## config.mk

```make
export PLATFORM = sky130hd
export DESIGN_NAME = pipe_ctrl
export DESIGN_NICKNAME = d
export VERILOG_FILES = /design/src/rtl/pipe_ctrl_pkg.sv /design/src/rtl/pipe_ctrl.sv
export SDC_FILE = /design/constraint.sdc
export NUM_CORES = 1
export LEC_CHECK = 0
export ABC_AREA = 1
export ABC_CLOCK_PERIOD_IN_PS = 3810
export CAP_MARGIN = 5
export CORE_MARGIN = 2
export CORE_UTILIZATION = 49
export CTS_CLUSTER_SIZE = 28
export DETAILED_ROUTE_END_ITERATION = 12
export HOLD_SLACK_MARGIN = 0.08
export PLACE_DENSITY = 0.93
export SLEW_MARGIN = 20
export SYNTH_ARGS = -nofsm -noshare
export SYNTH_HDL_FRONTEND = slang
export SYNTH_SLANG_ARGS = --single-unit
```

## constraint.sdc

```tcl
create_clock -name clk -period 3.81 [get_ports clk]
set_input_delay 0.762 -clock clk [delete_from_list [all_inputs] [get_ports clk]]
set_output_delay 0.762 -clock clk [all_outputs]
set_load 0.1 [all_outputs]
```

## src/rtl/pipe_ctrl_pkg.sv

```systemverilog
// +------------------------------------------------------------------+
// | pipe_ctrl_pkg                                                    |
// | State codes and defaults shared by the pipeline control logic.   |
// | Rev 1.0                                                          |
// +------------------------------------------------------------------+
`default_nettype none

package pipe_ctrl_pkg;

  typedef enum logic [1:0] {
    CTRL_RUN   = 2'd0,
    CTRL_PEND  = 2'd1,
    CTRL_FLUSH = 2'd2
  } ctrl_state_e;

  localparam int unsigned CTRL_FLUSH_CYCLES_DEF = 1;

endpackage : pipe_ctrl_pkg

`default_nettype wire

```

## src/rtl/pipe_ctrl.sv

```systemverilog
// +------------------------------------------------------------------+
// | pipe_ctrl                                                        |
// | Turns ex jump/hold requests into PC redirect, hold and flush     |
// | strobes; replays jumps captured during a bus stall.              |
// | Rev 1.0                                                          |
// +------------------------------------------------------------------+
`default_nettype none

module pipe_ctrl
  import pipe_ctrl_pkg::*;
#(
  parameter int unsigned FLUSH_CYCLES = CTRL_FLUSH_CYCLES_DEF
) (
  input  logic        clk,
  input  logic        rst_n,
  input  logic        jump_en_i,
  input  logic [31:0] jump_addr_i,
  input  logic        hold_flag_i,
  input  logic        bus_hold_i,
  output logic        jump_en_o,
  output logic [31:0] jump_addr_o,
  output logic        hold_pc_o,
  output logic        hold_if_id_o,
  output logic        hold_id_ex_o,
  output logic        flush_if_id_o,
  output logic        flush_id_ex_o,
  output logic [1:0]  state_o
);

  localparam logic [2:0] c_CNT_INIT = (FLUSH_CYCLES > 0) ? 3'(FLUSH_CYCLES - 1) : 3'd0;

  ctrl_state_e r_state;
  ctrl_state_e w_state_nxt;
  logic [2:0]  r_cnt;
  logic [2:0]  w_cnt_nxt;
  logic [31:0] r_pend_addr;
  logic [31:0] w_pend_nxt;
  logic        w_fire;
  logic [31:0] w_fire_addr;
  logic        w_hold;
  logic        w_flush_if;

  always_comb begin
    w_state_nxt = r_state;
    w_cnt_nxt   = r_cnt;
    w_pend_nxt  = r_pend_addr;
    w_fire      = 1'b0;
    w_fire_addr = '0;
    w_hold      = 1'b0;
    w_flush_if  = 1'b0;

    if (bus_hold_i) begin
      // Whole pipeline frozen: counter stalls, a new jump is parked for replay.
      w_hold = 1'b1;
      if (jump_en_i && (r_state != CTRL_PEND)) begin
        w_pend_nxt  = jump_addr_i;
        w_state_nxt = CTRL_PEND;
      end
    end else begin
      unique case (r_state)
        CTRL_RUN: begin
          if (jump_en_i) begin
            w_fire      = 1'b1;
            w_fire_addr = jump_addr_i;
          end else if (hold_flag_i) begin
            w_hold = 1'b1;
          end
        end
        CTRL_PEND: begin
          w_fire      = 1'b1;
          w_fire_addr = r_pend_addr;
        end
        CTRL_FLUSH: begin
          if (jump_en_i) begin
            w_fire      = 1'b1;
            w_fire_addr = jump_addr_i;
          end else begin
            w_flush_if = 1'b1;
            if (r_cnt == 3'd0) begin
              w_state_nxt = CTRL_RUN;
            end else begin
              w_cnt_nxt = r_cnt - 3'd1;
            end
          end
        end
        default: w_state_nxt = CTRL_RUN;
      endcase

      if (w_fire) begin
        w_flush_if  = 1'b1;
        w_cnt_nxt   = c_CNT_INIT;
        w_state_nxt = (FLUSH_CYCLES > 0) ? CTRL_FLUSH : CTRL_RUN;
      end
    end
  end

  always_ff @(posedge clk or negedge rst_n) begin
    if (!rst_n) begin
      r_state     <= CTRL_RUN;
      r_cnt       <= 3'd0;
      r_pend_addr <= '0;
    end else begin
      r_state     <= w_state_nxt;
      r_cnt       <= w_cnt_nxt;
      r_pend_addr <= w_pend_nxt;
    end
  end

  assign jump_en_o     = w_fire;
  assign jump_addr_o   = w_fire_addr;
  assign hold_pc_o     = w_hold;
  assign hold_if_id_o  = w_hold;
  assign hold_id_ex_o  = w_hold;
  assign flush_if_id_o = w_flush_if;
  assign flush_id_ex_o = w_fire;
  assign state_o       = r_state;

endmodule : pipe_ctrl

`default_nettype wire

```

Word-level counts from Yosys, hierarchy flattened
Cells that the tools add are included.
{ "word_totals": {"register_bits": 37, "input_bits": 37, "out_inout_bits": 40} }
{ "op_classes": {"add_sub_neg": 1, "n_eq_ne": 9, "n_mux": 25, "bitwise": 1, "reduce_logical": 9} }
{ "op_table": {"columns": ["cell", "count"], "rows": [
  ["32-bit 2-to-1 mux", 2],
  ["32-bit one-hot mux with 2 select lines", 1],
  ["3-bit 2-to-1 mux", 4],
  ["1-bit 2-to-1 mux", 11],
  ["2-bit 2-to-1 mux", 5],
  ["2-bit by 1-bit != test with 1-bit output, second input constant", 4],
  ["4-bit != test, second input constant", 2],
  ["4-bit AND reduction", 2],
  ["2-bit one-hot mux with 2 select lines", 1],
  ["2-bit OR reduction", 2],
  ["3-bit logical NOT", 1],
  ["3-bit by 1-bit != test with 1-bit output, second input constant", 1],
  ["3-bit by 1-bit subtractor with 3-bit output, second input constant", 1],
  ["2-bit by 1-bit == test with 1-bit output, second input constant", 1],
  ["2-bit == test, second input constant", 1],
  ["2-bit logical NOT", 1],
  ["1-bit one-hot mux with 2 select lines", 1],
  ["2-bit AND reduction", 1],
  ["2-bit nonzero test", 1],
  ["1-bit logical AND", 1],
  ["1-bit inverter", 1]
]} }

Depth between registers and ports, before layout
Gate-level depths: netlist (run 1).
{ "depth": {"ltp_word": 6, "ltp_mapped": 8, "mapped_depth_nobuf": 8} }

Least setup slack after synthesis (run 1)
Ideal clock, no wire load.
{ "synth_timing": {"kind": "reg2out", "startpoint": "register r_state[0] (netlist: state_o[0])", "endpoint": "output jump_addr_o[10]", "arrival_ns": 2.942, "t_required_ns": 3.048, "path_slack_ns": 0.106, "stages_incl_launch_ff": 6, "n_path_buf": 1, "cell_sequence": "dfrtp_1 > nand2_4 > inv_2 > buf_4 > nand2_1 > a21oi_1"} }
{ "synth_between": {"elab_chain_len": 4} }
{ "synth_rtl": {"columns": ["element", "line", "source"], "rows": [
  ["from (decl)", "pipe_ctrl.sv:32", "ctrl_state_e r_state;"],
  ["from (signal assigned)", "pipe_ctrl.sv:103", "r_state <= w_state_nxt;"],
  ["2-bit == test or 2-bit logical NOT (tied branches)", "pipe_ctrl.sv:60", "unique case (r_state)"],
  ["2-bit OR reduction (no source line)", null, null],
  ["32-bit one-hot mux with 2 select lines *", "pipe_ctrl.sv:60", null],
  ["32-bit 2-to-1 mux *", "pipe_ctrl.sv:52", "if (bus_hold_i) begin"],
  ["to (decl)", "pipe_ctrl.sv:21", "output logic [31:0] jump_addr_o,"]
]} }
Mark *: on every way between the ends. The rest lies on a longest branch, timed or not.

Worst setup path after layout (run 1)
{ "layout_timing": {"startpoint": "input jump_en_i", "endpoint": "output jump_addr_o[7]"} }
{ "layout_between": {"elab_chain_len": 3} }
{ "layout_rtl": {"columns": ["element", "line", "source"], "rows": [
  ["from (decl)", "pipe_ctrl.sv:16", "input logic jump_en_i,"],
  ["32-bit 2-to-1 mux", "pipe_ctrl.sv:62, pipe_ctrl.sv:74", null],
  ["32-bit one-hot mux with 2 select lines", "pipe_ctrl.sv:60", null],
  ["32-bit 2-to-1 mux", "pipe_ctrl.sv:52", null]
]} }
Every way passes these cells.

==> impl_metrics.yaml, run 1 <==
outcome:
  status: "complete, no violations"
timing:
  rsz0062_at_grt: "no"
  final_max_slew_viol_count: 0
  finalHoldViolCount: 0
  worst_slew_pin_slew_ps: 961.7
  fin_crit_ps: 3338
  max_freq_ghz: 0.2996
  skew_ps: 4.274
  slew-limit-headroom_pct: 35.69
  setup_ws_ps: 471.7
  totalNegativeSetupSlack_ps: 0
  setup_viol: 0
  finalCritPeriodShare_pct: 87.62
logic_synthesis:
  synthMuxAreaShare_pct: 0
  synth_nets: 331
  syn_area_um2: 2253
  synth_compound_area_share_pct: 20.27
  yosys_warnings: 0
  synth_top_family_by_area: "simple AND/OR/NAND/NOR gates"
  synth-seq-cells: 37
  synth_xor_area_share_pct: 0
  synth-simple-area-share_pct: 23.54
  ys_types: 19
  syn_inst: 292
  yosysSeqAreaShare_pct: 41.09
  synth_adder_area_share_pct: 1.110
  syn_avg_cell_area_um2: 7.717
global_route:
  track_usage_pct: 22.35
  grt_pass1_wl_um: 9114
  grt_antenna_before_repair: 0
  grt_overflow: 0
  grt_pass1_vias: 2049
  grt_max_degree: 65
power:
  vdd_ir_drop_max_v: 0.0003978
  p_leak_uw: 0.001573
  powerDensity_nw_per_um2: 453.2
floorplanning:
  dieWidth_um: 71.82
  core_um2: 4384
  rows: 24
  initial_core_util_pct: 51.40
  dieArea_um2: 5157
  ios: 77
  die_h_um: 71.82
detailed_routing:
  dr.pass1.iters: 4
  drt_wl_total_um: 5400
  num_vias: 2060
  dr.first_iter.drc_count: 151
  drc_errors: 0
  vias_per_cell: 5.037
  postRouteAntennaNets: 0
  routedWlPerCell_um: 13.20
clock_network:
  cts_tree: "yes"
  clk_latency_ps: 280
  cts.sinks: 37
  cts_buffer_depth: 2
  htree_levels: 2
  cts_hold_buf: 0
  root_buffer: "clkbuf_8"
  cts_buffers: 5
  clk_pin_slew_ps: 70
  cts_setup_buffers: 0
  cts_resized: 0
placed_design:
  place_ws_ps: 486.8
  portBuffers: 76
  dp_hpwl_um: 3782
  place_congestion: 0.7594
worst_setup_path:
  rr_startpoint: "state_o[1]$_DFFE_PN0P_"
  reg2reg_depth: 5
  rrSetupSlack_ps: 2010
  worstPathMaxFanout: 32
  worst_setup_path_end_kind: "output pin"
  critical_path_arrival_ps: 2580
  crit_required_ps: 3050
  start_kind: "primary input"
  worst-setup-path-type: "primary input to output pin"
  reg2reg_to: "r_pend_addr[23]$_DFFE_PN0P_"
finish:
  drive_gt1_share_pct: 24.93
  n_antenna_cell: 0
  regArea_um2: 925.9
  syn_to_final_growth_pct: 47.97
  fillers: 307
  utilization_pct: 76.06
  multi_input_area_um2: 1012
  layout.nets: 396
job:
  maxCapViolations: 0
min_path:
  min_from: "r_pend_addr[19]$_DFFE_PN0P_"
  min_to: "r_pend_addr[19]$_DFFE_PN0P_"
  hold_path_depth: 2
  hold_class: "flop to flop"
==> stage by stage <==
step | power, uW | hold slack (ps) | cell area [um^2] | cells
2_1_floorplan | 988.1 | 441.9 | 2253 | 292
3_3_place_gp | 1166 | 458.8 | 3231 | 402
3_5_place_dp | 1192 | 467.5 | 3231 | 402
4_1_cts | 1517 | 486.1 | 3334 | 409
5_1_grt | 1590 | 499.8 | 3334 | 409
6_report | 1511 | 484.4 | 3334 | 409
==> kinds of logic (layout without fill, tap and decap cells) <==
kind of cell	Yosys count	in the layout
AND/OR/NAND/NOR	129	129
AO/OA/AOI/OAI	65	65
buffers and inverters	59	124
flip-flops	37	37
adder cells (fa/ha/maj)	2	2
==> report_power, final <==
part / internal (uW) / leakage [uW] / total, uW / switching (uW)
combinational: 228 / 0.00106 / 670 / 442
clock: 190 / 0.0000540 / 321 / 130
sequential: 471 / 0.000460 / 520 / 49.1
total: 889 / 0.00157 / 1510 / 622
==> state kept, by name (all words and copies together), names as in the netlist <==
register,count
state_o,2
r_pend_addr,32
r_cnt,3
==> area by class of cell <==
cell class,instances,area share (%)
inverters,41,4.615
multi-input cells,196,30.36
clock inverters,2,1.051
well taps,52,1.951
repair buffers,76,32.20
clock buffers,5,2.064
flip-flops and latches,37,27.77
==> critical path: stages <==
cell and delay, ps:
clkdlybuf4s50_1 620, nand2_2 130, inv_2 430, nand2_1 100, a21oi_1 300, buf_12 220
==> synthesized netlist by cell type (all sizes together) <==
| cell type | instances | area [um^2] |
|---|---|---|
| inv | 41 | 153.9 |
| nand3 | 6 | 47.55 |
| ha | 2 | 25.02 |
| nand3b | 1 | 7.510 |
| or2 | 1 | 6.260 |
| nand2 | 116 | 450.4 |
| nor2 | 5 | 18.77 |
| a21oi | 33 | 176.4 |
| o21ai | 32 | 280.3 |
| buf | 18 | 161.4 |
| dfrtp | 37 | 925.9 |
==> layout by cell type (no fill, tap or decap), drive strengths merged <==
master	instances
o21ai	32
nand3	6
ha	2
a21oi	33
bufinv	1
nand3b	1
clkbuf	5
clkinv	1
clkdlybuf4s50	37
dfrtp	37
nand2	116
or2	1
buf	39
nor2	5
inv	41
==> worst max path at each step <==
stage / from / end / slack, ps / cells after the start
floorplan: state_o[0]$_DFFE_PN0P_ / jump_addr_o[10] / 110 / 5
global placement: jump_en_i / jump_addr_o[0] / 560 / 6
detailed placement: jump_en_i / jump_addr_o[2] / 490 / 6
CTS: jump_en_i / jump_addr_o[2] / 480 / 6
global route: jump_en_i / jump_addr_o[27] / 340 / 6
finish: jump_en_i / jump_addr_o[7] / 470 / 6
==> layer usage <==
layer  vias to the layer above  global-route usage [%]  part of all wire [%]
met5                         -                       0                     0
met4                         0                   7.128                   1.3
met3                         9                   4.501                   5.2
met2                        69                   39.09                    53
met1                       958                   27.74                    40
li1                       1024                       -                     -
(Power assumes the default switching activity.)
==> run 2, diff against run 1 <==
Settings changed: GPL_TIMING_DRIVEN from default to 0, TNS_END_PERCENT from default to 100.
==> impl_metrics.yaml, run 2 (synthesized netlist as in run 1, its figures left out) <==
global_route:
  grtUsageMet1_pct: 29.06
  use_met3_pct: 3.657
  grt_pass1_vias: 2051
  track_usage_pct: 22.17
  grt_antenna_before_repair: 0
  gr-max-usage-layer: "met2"
  grtUsageMet2_pct: 38.27
  grt_pass1_wl_um: 9142
  grt_overflow: 0
  grt_max_degree: 24
floorplanning:
  dieWidth_um: 71.82
  rows: 24
  ios: 77
  core_um2: 4384
  die_h_um: 71.82
  dieArea_um2: 5157
  initial_core_util_pct: 51.40
timing:
  skew_ps: 4.853
  max_freq_ghz: 0.2683
  fin_crit_ps: 3727
  finalHoldViolCount: 0
  finalCritPeriodShare_pct: 97.83
  final_max_slew_viol_count: 0
  setup_viol: 0
  hold_ws_ps: 384.5
  worst_slew_pin_slew_ps: 1002
  rsz0062_at_grt: "no"
  slew-limit-headroom_pct: 33.09
power:
  p_leak_uw: 0.001686
  finalPower_uw: 1431
  vdd_ir_drop_max_v: 0.0003160
  powerDensity_nw_per_um2: 451.6
worst_setup_path:
  rr_startpoint: "r_cnt[0]$_DFFE_PN0P_"
  worst_setup_path_end_kind: "output pin"
  worst-setup-path-type: "primary input to output pin"
  crit_required_ps: 3050
  start_kind: "primary input"
  worstPathMaxFanout: 6
  critical_path_arrival_ps: 2970
  cp-startpoint: "jump_en_i"
clock_network:
  cts_resized: 33
  cts_tree: "yes"
  cts_buffer_depth: 2
  cts_hold_buf: 0
  root_buffer: "clkbuf_8"
  cts_setup_buffers: 0
  cts_buffers: 5
  cts.sinks: 37
  clk_pin_slew_ps: 70
  clk_latency_ps: 290
  htree_levels: 2
finish:
  syn_to_final_growth_pct: 40.64
  layout_commonest_cell: "nand2_1"
  utilization_pct: 72.29
  largest_reg_flops: 32
  layout.nets: 415
  drive_gt1_share_pct: 18.83
  top_register: "r_pend_addr"
  final_area_um2: 3169
  n_antenna_cell: 0
  most-common-layout-cells: "nand2_1 (112), clkdlybuf4s50_1 (39), inv_1 (38), dfrtp_1 (37), dlygate4sd2_1 (33)"
  final-instance-count-excl-fill: 429
placed_design:
  place_congestion: 0.7559
  postPlaceCellArea_um2: 3102
  portBuffers: 76
  post-place-cells: 421
  dp_hpwl_um: 4052
detailed_routing:
  routedWlPerCell_um: 12.47
  dr.first_iter.drc_count: 142
  vias_per_cell: 4.916
  dr.pass1.iters: 4
  drc_errors: 0
  drt_wl_total_um: 5351
  num_vias: 2109
  postRouteAntennaNets: 0
min_path:
  hold_class: "primary input to asynchronous set/reset pin"
outcome:
  status: "complete, no violations"
job:
  maxCapViolations: 0
run 2: cell count changes in the layout (fill, tap and decap cells not counted):
cell	before	now
buf_12	33	0
dlygate4sd2_1	0	33
buf_6	0	9
buf_2	1	4
dlymetal6s2s_1	0	3
clkbuf_8	5	7
clkdlybuf4s50_1	37	39
buf_16	0	1
buf_4	5	6
bufinv_16	1	0
run 2: path summary, 6_finish.rpt:
kind,to,slack (ps),cells past startpoint
setup / recovery,flush_id_ex_o,80,6
hold / removal,r_pend_addr[26]$_DFFE_PN0P_,380,1
setup reg to reg,r_cnt[1]$_DFFE_PN0P_,2320,8
hold reg to reg,r_pend_addr[19]$_DFFE_PN0P_,480,2
max in group asynchronous,r_pend_addr[3]$_DFFE_PN0P_,2980,2
min in group clk,r_pend_addr[19]$_DFFE_PN0P_,480,2
run 2: critical path: stages:
cell and delay (ps):
clkdlybuf4s50_1 620, nand2_2 130, nand2_1 150, nand2_1 90, inv_1 80, clkdlybuf4s50_1 1120
run 2: area by class of cell:
class | count | area, um^2
fill | 368 | 1215
tap | 52 | 65.06
multi-input combinational | 196 | 1012
timing repair buffer | 77 | 749.5
buffer | 18 | 161.4
clock buffer | 7 | 96.34
inverter | 41 | 153.9
sequential | 37 | 925.9
clock inverter | 1 | 5.005
run 2: per-stage QoR:
step                      setup WS [ps]  TNS [ps]
after global routing             0.5038         0
after floorplan                   106.2         0
after CTS                         43.57         0
after global placement           -94.42     -1564
final                             82.57         0
after detailed placement         -104.1     -1834
run 2: where the power goes:
part / internal, uW / switching [uW]
clock: 163 / 139
combinational: 185 / 428
sequential: 471 / 45.6
run 2: routing by layer:
metal | vias to the layer above | wire [um]
met2 | 60 | 2756
met1 | 975 | 2250
li1 | 1067 | -
met3 | 7 | 286
met4 | 0 | 58
met5 | - | 0
==> run 3, diff against run 2 <==
Settings changed: CORE_UTILIZATION 49 to 45, CTS_CLUSTER_DIAMETER from default to 60, PLACE_DENSITY 0.93 to 0.87.
==> impl_metrics.yaml, run 3 (synthesized netlist as in run 1, its figures left out) <==
worst_setup_path:
  path_buf_inv: 2
  crit_required_ps: 3050
  cp_top_family: "buffers and inverters"
  path_common_cell: "clkdlybuf4s50_1"
  worst-setup-path-type: "primary input to output pin"
  critical_path_arrival_ps: 2930
  slowest_stage: "clkdlybuf4s50_1"
  worstPathMaxFanout: 6
  worst_setup_path_end_kind: "output pin"
  crit_chain: "clkdlybuf4s50_1, nor2_1, a21oi_4, clkdlybuf4s50_1"
  slowest_delay_ps: 1170
  start_kind: "primary input"
clock_network:
  clk_pin_slew_ps: 70
  cts.sinks: 37
  cts_hold_buf: 0
  cts_setup_buffers: 0
  cts_buffers: 5
  cts_tree: "yes"
  root_buffer: "clkbuf_8"
  cts_buffer_depth: 2
  clk_latency_ps: 280
  cts_resized: 32
  htree_levels: 2
placed_design:
  post-place-cells: 436
  dp_hpwl_um: 3970
  place_congestion: 0.7467
  portBuffers: 76
global_route:
  grt_overflow: 0
  grt_antenna_before_repair: 0
  grt_pass1_vias: 2018
  grt_max_degree: 21
  grt_pass1_wl_um: 8907
  track_usage_pct: 20.39
detailed_routing:
  dr.pass1.iters: 4
  dr.first_iter.drc_count: 108
  routedWlPerCell_um: 11.81
  postRouteAntennaNets: 0
  vias_per_cell: 4.761
  drt_wl_total_um: 5230
  drc_errors: 0
  num_vias: 2109
min_path:
  hold_class: "primary input to asynchronous set/reset pin"
power:
  switching_power_uw: 593.3
  vdd_ir_drop_max_v: 0.0002482
  p_int_uw: 798.7
  p_seq_share_pct: 37.0
  swShare_pct: 42.62
  combPwrFrac_pct: 43.6
  p_leak_uw: 0.001702
  power_frac_clock_pct: 19.3
  powerDensity_nw_per_um2: 437.8
timing:
  final_max_slew_viol_count: 0
  finalCritPeriodShare_pct: 96.92
  slew-limit-headroom_pct: 33.64
  totalNegativeSetupSlack_ps: 0
  setup_viol: 0
  hold_ws_ps: 421.1
  max_freq_ghz: 0.2708
  finalHoldViolCount: 0
  fin_crit_ps: 3693
  worst_slew_pin_slew_ps: 993.7
  rsz0062_at_grt: "no"
  skew_ps: 5.979
floorplanning:
  dieArea_um2: 5590
  dieWidth_um: 74.77
  die_h_um: 74.77
  rows: 25
  ios: 77
  core_um2: 4786
  initial_core_util_pct: 47.08
finish:
  layout.nets: 415
  final-instance-count-excl-fill: 443
  n_antenna_cell: 0
  syn_to_final_growth_pct: 41.09
  drive_gt1_share_pct: 18.35
  most-common-layout-cells: "nand2_1 (112), inv_1 (38), clkdlybuf4s50_1 (38), dfrtp_1 (37)"
  top_register: "r_pend_addr"
  largest_reg_flops: 32
  layout_commonest_cell: "nand2_1"
job:
  maxCapViolations: 0
outcome:
  status: "complete, no violations"
-- run 3: cell count changes in the layout (fill, tap and decap cells not counted) --
cell	previous run	this run
dlymetal6s2s_1	3	5
clkbuf_1	0	1
clkbuf_8	7	6
clkdlybuf4s50_1	39	38
clkinv_2	1	0
dlygate4sd2_1	33	32
-- run 3: final cells by class --
class	count	area (um^2)
fill	456	1607
multi-input combinational	196	1012
sequential	37	925.9
timing repair buffer	77	755.7
buffer	18	161.4
inverter	41	153.9
clock buffer	7	86.33
tap	67	83.83
-- run 3: path summary, 6_finish.rpt --
path | cells after the start | end | slack (ps) | startpoint
hold / removal | 1 | r_pend_addr[3]$_DFFE_PN0P_ | 420 | rst_n
min in group clk | 2 | r_pend_addr[14]$_DFFE_PN0P_ | 480 | r_pend_addr[14]$_DFFE_PN0P_
hold reg to reg | 2 | r_pend_addr[14]$_DFFE_PN0P_ | 480 | r_pend_addr[14]$_DFFE_PN0P_
max in group asynchronous | 2 | r_pend_addr[28]$_DFFE_PN0P_ | 2940 | rst_n
setup reg to reg | 8 | r_cnt[1]$_DFFE_PN0P_ | 2340 | r_cnt[0]$_DFFE_PN0P_
setup / recovery | 4 | flush_if_id_o | 120 | jump_en_i
-- run 3: power groups by stage --
| stage | logic (uW) | clock network (uW) | registers, uW |
|---|---|---|---|
| 6_report | 607 | 269 | 515 |
| 5_1_grt | 657 | 293 | 525 |
| 2_1_floorplan | 456 | 0 | 532 |
| 3_5_place_dp | 631 | 0 | 521 |
| 4_1_cts | 615 | 279 | 514 |
| 3_3_place_gp | 614 | 0 | 518 |
-- run 3: stage by stage --
stage	utilization [%]	area (um^2)	total power (uW)	setup slack [ps]
CTS	66.17	3167	1409	6.885
global placement	64.73	3098	1132	-100.7
finish	66.43	3179	1392	117.3
detailed placement	65.20	3120	1152	-107.4
floorplan	-	2253	988.1	106.2
global route	66.43	3179	1475	36.44
-- run 3: layer usage --
layer  routed length [um]  up-vias  track usage (%)  part of all wire [%]
met5                    0        -                0                     0
met4                   61        0            5.952                   1.2
met3                  250        9            3.213                   4.8
met2                 2595       61            34.71                    50
met1                 2322      977            27.01                    44
li1                     -     1062                -                     -
